==> src/rtl/pipelined_functional_unit.sv <==
// Multi-slot ALU functional unit: issued ops count down their per-opcode latency in
// independent slots, then move through a small result FIFO onto the wakeup or LSQ bus.
module pipelined_functional_unit #(
  parameter int XLEN      = 32,
  parameter int TAG_W     = 6,
  parameter int ROB_W     = 6,
  parameter int NUM_SLOTS = 4,
  parameter int OUT_DEPTH = 2,
  parameter int LAT_OR    = 1,
  parameter int LAT_ADD   = 2,
  parameter int LAT_SHIFT = 4,
  parameter int LAT_LUI   = 0
) (
  input  logic                             clk,
  input  logic                             reset,
  input  logic                             write_enable,
  input  logic [3:0]                       ALUControl,
  input  logic                             ALUSrc,
  input  logic                             is_for_lsq,
  input  logic [XLEN-1:0]                  imm,
  input  logic [XLEN-1:0]                  rs1_value,
  input  logic [XLEN-1:0]                  rs2_value,
  input  logic [TAG_W-1:0]                 tag_to_output,
  input  logic [ROB_W-1:0]                 rob_index,
  output logic                             is_available,
  input  logic                             wakeup_grant,
  input  logic                             lsq_wakeup_grant,
  output logic                             wakeup_active,
  output logic [ROB_W-1:0]                 wakeup_rob_index,
  output logic [TAG_W-1:0]                 wakeup_tag,
  output logic [XLEN-1:0]                  wakeup_value,
  output logic                             lsq_wakeup_active,
  output logic [ROB_W-1:0]                 lsq_wakeup_rob_index,
  output logic [XLEN-1:0]                  lsq_wakeup_value,
  output logic [$clog2(NUM_SLOTS+1)-1:0]   in_flight_count,
  output logic                             error
);

  localparam int LAT_M1  = (LAT_OR > LAT_ADD) ? LAT_OR : LAT_ADD;
  localparam int LAT_M2  = (LAT_SHIFT > LAT_LUI) ? LAT_SHIFT : LAT_LUI;
  localparam int LAT_MAX = (LAT_M1 > LAT_M2) ? LAT_M1 : LAT_M2;
  localparam int CNT_W   = (LAT_MAX < 1) ? 1 : $clog2(LAT_MAX + 1);
  localparam int SIDX_W  = (NUM_SLOTS > 1) ? $clog2(NUM_SLOTS) : 1;
  localparam int PTR_W   = (OUT_DEPTH > 1) ? $clog2(OUT_DEPTH) : 1;
  localparam int FCNT_W  = $clog2(OUT_DEPTH + 1);
  localparam int IFC_W   = $clog2(NUM_SLOTS + 1);
  localparam int SH_W    = $clog2(XLEN);

  localparam logic [3:0] OP_NONE0 = 4'b0000;
  localparam logic [3:0] OP_OR    = 4'b0001;
  localparam logic [3:0] OP_ADD   = 4'b0010;
  localparam logic [3:0] OP_XOR   = 4'b0011;
  localparam logic [3:0] OP_AND   = 4'b0100;
  localparam logic [3:0] OP_SUB   = 4'b0110;
  localparam logic [3:0] OP_SLL   = 4'b0111;
  localparam logic [3:0] OP_SRL   = 4'b1000;
  localparam logic [3:0] OP_SRA   = 4'b1011;
  localparam logic [3:0] OP_LUI   = 4'b1100;
  localparam logic [3:0] OP_NONE1 = 4'b1111;

  typedef struct packed {
    logic [XLEN-1:0]  value;
    logic [TAG_W-1:0] tag;
    logic [ROB_W-1:0] rob;
    logic             lsq;
  } result_t;

  logic               r_slot_busy [NUM_SLOTS];
  logic [CNT_W-1:0]   r_slot_cnt  [NUM_SLOTS];
  result_t            r_slot_data [NUM_SLOTS];

  result_t            r_fifo_mem  [OUT_DEPTH];
  logic [PTR_W-1:0]   r_rd_ptr;
  logic [PTR_W-1:0]   r_wr_ptr;
  logic [FCNT_W-1:0]  r_fifo_cnt;
  logic               r_error;

  logic [XLEN-1:0]    w_rhs;
  logic [SH_W-1:0]    w_shamt;
  logic [XLEN-1:0]    w_result;
  logic [CNT_W-1:0]   w_lat;
  logic               w_illegal;

  logic               w_free_found;
  logic [SIDX_W-1:0]  w_free_idx;
  logic               w_ready_found;
  logic [SIDX_W-1:0]  w_ready_idx;
  logic [IFC_W-1:0]   w_busy_cnt;

  result_t            w_head;
  logic               w_head_valid;
  logic               w_fifo_full;
  logic               w_pop;
  logic               w_push;
  logic               w_issue;
  logic               w_drop;

  function automatic logic [PTR_W-1:0] ptr_inc(input logic [PTR_W-1:0] p);
    return (p == PTR_W'(OUT_DEPTH - 1)) ? '0 : p + PTR_W'(1);
  endfunction

  assign w_rhs   = ALUSrc ? imm : rs2_value;
  assign w_shamt = w_rhs[SH_W-1:0];

  // NOTE: every signal driven here gets a default first, so no path leaves it unassigned and no latch is inferred.
  always_comb begin
    w_result  = '1;
    w_lat     = CNT_W'(LAT_LUI);
    w_illegal = 1'b0;
    case (ALUControl)
      OP_OR:  begin w_result = rs1_value | w_rhs;                 w_lat = CNT_W'(LAT_OR);    end
      OP_AND: begin w_result = rs1_value & w_rhs;                 w_lat = CNT_W'(LAT_OR);    end
      OP_XOR: begin w_result = rs1_value ^ w_rhs;                 w_lat = CNT_W'(LAT_OR);    end
      OP_ADD: begin w_result = rs1_value + w_rhs;                 w_lat = CNT_W'(LAT_ADD);   end
      OP_SUB: begin w_result = rs1_value - w_rhs;                 w_lat = CNT_W'(LAT_ADD);   end
      OP_SLL: begin w_result = rs1_value << w_shamt;              w_lat = CNT_W'(LAT_SHIFT); end
      OP_SRL: begin w_result = rs1_value >> w_shamt;              w_lat = CNT_W'(LAT_SHIFT); end
      OP_SRA: begin w_result = $signed(rs1_value) >>> w_shamt;    w_lat = CNT_W'(LAT_SHIFT); end
      OP_LUI: begin w_result = imm;                                                          end
      OP_NONE0, OP_NONE1: ;
      default: w_illegal = 1'b1;
    endcase
  end

  // Descending scans so the lowest matching index is the one left standing.
  always_comb begin
    w_free_found  = 1'b0;
    w_free_idx    = '0;
    w_ready_found = 1'b0;
    w_ready_idx   = '0;
    w_busy_cnt    = '0;
    for (int i = NUM_SLOTS - 1; i >= 0; i--) begin
      if (!r_slot_busy[i]) begin
        w_free_found = 1'b1;
        w_free_idx   = SIDX_W'(i);
      end
      if (r_slot_busy[i] && (r_slot_cnt[i] == '0)) begin
        w_ready_found = 1'b1;
        w_ready_idx   = SIDX_W'(i);
      end
      w_busy_cnt = w_busy_cnt + IFC_W'(r_slot_busy[i]);
    end
  end

  assign w_head       = r_fifo_mem[r_rd_ptr];
  assign w_head_valid = (r_fifo_cnt != '0);
  assign w_fifo_full  = (r_fifo_cnt == FCNT_W'(OUT_DEPTH));

  assign wakeup_active     = w_head_valid && !w_head.lsq;
  assign lsq_wakeup_active = w_head_valid &&  w_head.lsq;

  // A FIFO slot vacated by a pop this edge may be refilled by a transfer at the same edge.
  assign w_pop   = (wakeup_active && wakeup_grant) || (lsq_wakeup_active && lsq_wakeup_grant);
  assign w_push  = w_ready_found && (!w_fifo_full || w_pop);
  assign w_issue = write_enable &&  w_free_found;
  assign w_drop  = write_enable && !w_free_found;

  assign is_available    = w_free_found;
  assign in_flight_count = w_busy_cnt;
  assign error           = r_error;

  assign wakeup_value         = w_head_valid ? w_head.value : '0;
  assign wakeup_tag           = w_head_valid ? w_head.tag   : '0;
  assign wakeup_rob_index     = w_head_valid ? w_head.rob   : '0;
  assign lsq_wakeup_value     = w_head_valid ? w_head.value : '0;
  assign lsq_wakeup_rob_index = w_head_valid ? w_head.rob   : '0;

  // NOTE: state registers use non-blocking assignments so every flop samples pre-edge values.
  always_ff @(posedge clk) begin
    if (!reset) begin
      for (int i = 0; i < NUM_SLOTS; i++) begin
        r_slot_busy[i] <= 1'b0;
        r_slot_cnt[i]  <= '0;
      end
    end else begin
      for (int i = 0; i < NUM_SLOTS; i++) begin
        if (w_push && (w_ready_idx == SIDX_W'(i))) begin
          r_slot_busy[i] <= 1'b0;
        end else if (w_issue && (w_free_idx == SIDX_W'(i))) begin
          r_slot_busy[i] <= 1'b1;
          r_slot_cnt[i]  <= w_lat;
        end else if (r_slot_busy[i] && (r_slot_cnt[i] != '0)) begin
          r_slot_cnt[i]  <= r_slot_cnt[i] - CNT_W'(1);
        end
      end
    end
  end

  // NOTE: payload storage is not reset; valid bits and the FIFO count gate every use of it.
  always_ff @(posedge clk) begin
    if (w_issue) begin
      r_slot_data[w_free_idx] <= '{value: w_result, tag: tag_to_output,
                                   rob: rob_index, lsq: is_for_lsq};
    end
    if (w_push) begin
      r_fifo_mem[r_wr_ptr] <= r_slot_data[w_ready_idx];
    end
  end

  always_ff @(posedge clk) begin
    if (!reset) begin
      r_rd_ptr   <= '0;
      r_wr_ptr   <= '0;
      r_fifo_cnt <= '0;
      r_error    <= 1'b0;
    end else begin
      if (w_push) r_wr_ptr <= ptr_inc(r_wr_ptr);
      if (w_pop)  r_rd_ptr <= ptr_inc(r_rd_ptr);
      case ({w_push, w_pop})
        2'b10:   r_fifo_cnt <= r_fifo_cnt + FCNT_W'(1);
        2'b01:   r_fifo_cnt <= r_fifo_cnt - FCNT_W'(1);
        default: r_fifo_cnt <= r_fifo_cnt;
      endcase
      // Sticky: dropped issue or an accepted unknown opcode.
      if (w_drop || (w_issue && w_illegal)) r_error <= 1'b1;
    end
  end

endmodule

==> config.mk <==
export PLATFORM = sky130hd
export DESIGN_NAME = pipelined_functional_unit
export DESIGN_NICKNAME = d
export VERILOG_FILES = /design/src/rtl/pipelined_functional_unit.sv
export SDC_FILE = /design/constraint.sdc
export NUM_CORES = 1
export LEC_CHECK = 0
export ABC_AREA = 1
export CAP_MARGIN = 10
export CORE_ASPECT_RATIO = 1.25
export CORE_MARGIN = 10
export CORE_UTILIZATION = 59
export CTS_CLUSTER_SIZE = 28
export DETAILED_ROUTE_END_ITERATION = 7
export PLACE_DENSITY = 0.8
export SLEW_MARGIN = 20
export SYNTH_ARGS = -nofsm -noshare
export SYNTH_HDL_FRONTEND = slang
export SYNTH_SLANG_ARGS = --single-unit
==> constraint.sdc <==
create_clock -name clk -period 7.6 [get_ports clk]
set_input_delay 1.52 -clock clk [delete_from_list [all_inputs] [get_ports clk]]
set_output_delay 1.52 -clock clk [all_outputs]
set_load 0.1 [all_outputs]
==> summary.txt <==
Timing
  – Fin crit share: 0.773
  – Tmin final: between 5 and 6 ns
  – Setup violations, final: 0
  – Clk_skew: 0.0286 ns
  – Achievable Freq: between 0.15 and 0.2 GHz
  – Worst Tran Pin Value: approximately 1.1 ns
  – Final-report max-slew violation count: 0
  – RSZ-0062 raised after global routing: false
  – Relative slew slack: 0.243
  – Setup TNS: 0 ns
  – Hold Vio Cnt, Final: 0

CTS
  – TritonCTS Sinks: slightly below 300
  – Worst-case clock buffer depth: 3
  – Setup repair bufs after CTS: 0
  – PostCTS Resize Cnt: 0
  – Later-pin clock latency in the skew report: 0.54 ns
  – # hold bufs at CTS: 0
  – CTS tree: done
  – Htree depth: 1
  – CTS Buf Count: 21
  – CTS Root Cell: clkbuf_16
  – Register clock-pin slew on the reported worst setup and hold paths: 0.08 ns

Detailed routing
  – Drt drc: 0
  – Drt wl/cell: about 26 µm
  – First DRT Iteration DRCs: 3886
  – DR vias/cell: 6.46
  – Initial DRT Pass Iterations: 8
  – Via count: between 20000 and 25000
  – Final ANT Viol Nets: 0
  – Final wirelength: 86000 µm

Setup path
  – Worst EP required: 7.83 ns
  – Kind of end point of the critical path: flop
  – Arr. time, crit path: 6.10 ns
  – CP Launch Point: ALUSrc
  – Type of origin of the critical path: input pin
  – Peak fanout along the critical path: 40
  – WS Path Type: input pin to flop

Die
  – Die footprint: about 43000 µm²
  – Die span in y: 229 µm
  – Initial Util: 0.599
  – IO Count: 208
  – FP Rows: 76
  – Core footprint: between 30000 and 40000 µm²
  – Die X: 187 µm

Finish
  – Design area: 23400 µm²
  – Fraction of layout cells with a size suffix above 1: 0.0409
  – Layout area overhead: 13.3%
  – Final #Nets: 3075
  – Most common cell after layout, fill and taps aside: nand2_1
  – Antenna Cells: 0
  – Most frequent cells in the layout: 932 x nand2_1, 423 x nand3_1, 283 x edfxtp_1

Run status
  – Status: completed

Placement
  – Port Buffers: 207
  – RePlAce Congestion: slightly above 1
  – HPWL Detailed: 60700 µm
  – DP Area: between 20000 and 25000 µm²

Synthesis
  – Avg Cell Area, Syn: 7.54 µm²
  – Synth Cell Area: 20700 µm²
  – Top_reg_cell synth: edfxtp_1
  – Post-synth EDFFs: 283
  – Synth async-reset ratio: 0
  – YS warnings: 0
  – Post-Syn Instances: 2743
  – Synth unique cells: 47
  – Synthesis-stage register bit count: 292
  – Seq/Total Area, Yosys: 0.420
  – Syn_nets: a little under 3000

Pwr
  – Leak: 9.94 nW
  – Pwr/cell area: 296 nW/µm²
  – Peak supply drop: roughly 0.21 mV

Hold path
  – HP Class: flop to flop
  – Min-Delay Startpoint: error

GRT
  – Initial antenna violation count: 0
  – Gr ovfl total: 0
  – Via count of the first global-routing pass: 20300
  – Largest net degree at the start of global routing: 70
  – First-pass GRT wire length: between 100000 and 150000 µm
  – Gr usage total: 0.383

Run
  – Max-Cap Viols: 0
layout make-up:
cell class                      instances  area [µm²]
Clock buffer                           27         601
Clock inverter                         10        87.6
Fill cell                            2629       11100
Inverter                              257         965
Multi-Input combinational cell       2039       10200
Sequential cell                       292        8680
Tap cell                              468         586
Timing Repair Buffer                  234        2270
layer usage:
layer,vias up,track usage,share of wire
met5,-,0.00116,0
met4,0,0.241,0.077
met3,345,0.0722,0.12
met2,1932,0.620,0.46
met1,9830,0.463,0.35
li1,9376,-,-
Yosys cell counts, types with 34 or more instances:
master,n,area [µm²]
nand2_1,933,3500
nor2_1,133,499
nand4_1,54,338
o21ai_0,65,325
ha_1,109,1360
buf_4,42,315
inv_1,240,901
edfxtp_1,283,8500
nand3_1,423,2120
a21oi_1,137,686
buf_2,34,170
clkbuf_1,59,221
metrics by stage:
stage	util	setup slack (ns)	cells	hold WS [ns]	power, mW
3_3_place_gp	0.659	1.48	3290	0.438	5.57
2_1_floorplan	-	1.68	2743	0.426	4.83
6_report	0.679	1.72	3327	0.474	6.94
5_1_grt	0.679	1.50	3327	0.480	7.10
3_5_place_dp	0.659	1.36	3290	0.455	5.66
4_1_cts	0.679	1.90	3327	0.471	6.85
worst max-delay path, cell delays in order:
cell	delay (ns)
clkdlybuf4s50_1	0.49
buf_4	0.39
nand2_1	0.12
nand2_2	0.38
ha_1	0.30
nand3_1	0.15
nor2_1	0.19
nand2_1	0.12
nor2_2	0.18
nand2_1	0.13
nand2_1	0.11
o21ai_1	0.09
xor2_1	0.15
ha_1	0.40
a21oi_1	0.23
o21ai_0	0.18
a21oi_1	0.32
nor2_1	0.09
nor2_1	0.21
nand3_1	0.11
nand3_1	0.10
nand3_1	0.15
report_power, final:
| part | internal, mW | switching [mW] | leakage, nW | total (mW) |
|---|---|---|---|---|
| registers | 1.98 | 0.0676 | 2.66 | 2.05 |
| logic | 0.760 | 2.96 | 6.95 | 3.72 |
| clock network | 0.600 | 0.566 | 0.328 | 1.17 |
| total | 3.34 | 3.60 | 9.94 | 6.94 |
kinds of logic (layout without fill, tap and decap cells):
kind of cell,Yosys count,after routing,share of synthesized area
buffers and inverters,412,528,0.0874
adders and majority gates,111,111,0.0679
DFF,292,292,0.420
AOI/OAI and AO/OA,291,291,0.0787
and+or+nand+nor,1605,1605,0.333
xor gates and xnor gates,32,32,0.0136
state kept, by name, summed over array words and instances (netlist names), named ones only:
register / count
r_slot_data: 180
r_fifo_mem: 90
r_slot_cnt: 12
r_slot_busy: 4
r_fifo_cnt: 2
error: 1
r_rd_ptr: 1
r_wr_ptr: 1
path summary, 6_finish.rpt:
path / slack (ns) / to / cells after the start
max: 1.72 / r_slot_data[2][40] / 22
min: 0.47 / error / 2
max reg2reg: 3.51 / r_fifo_mem[1][38] / 12
min reg2reg: 0.47 / error / 2
Note: power is estimated with default switching activity, not from simulation.
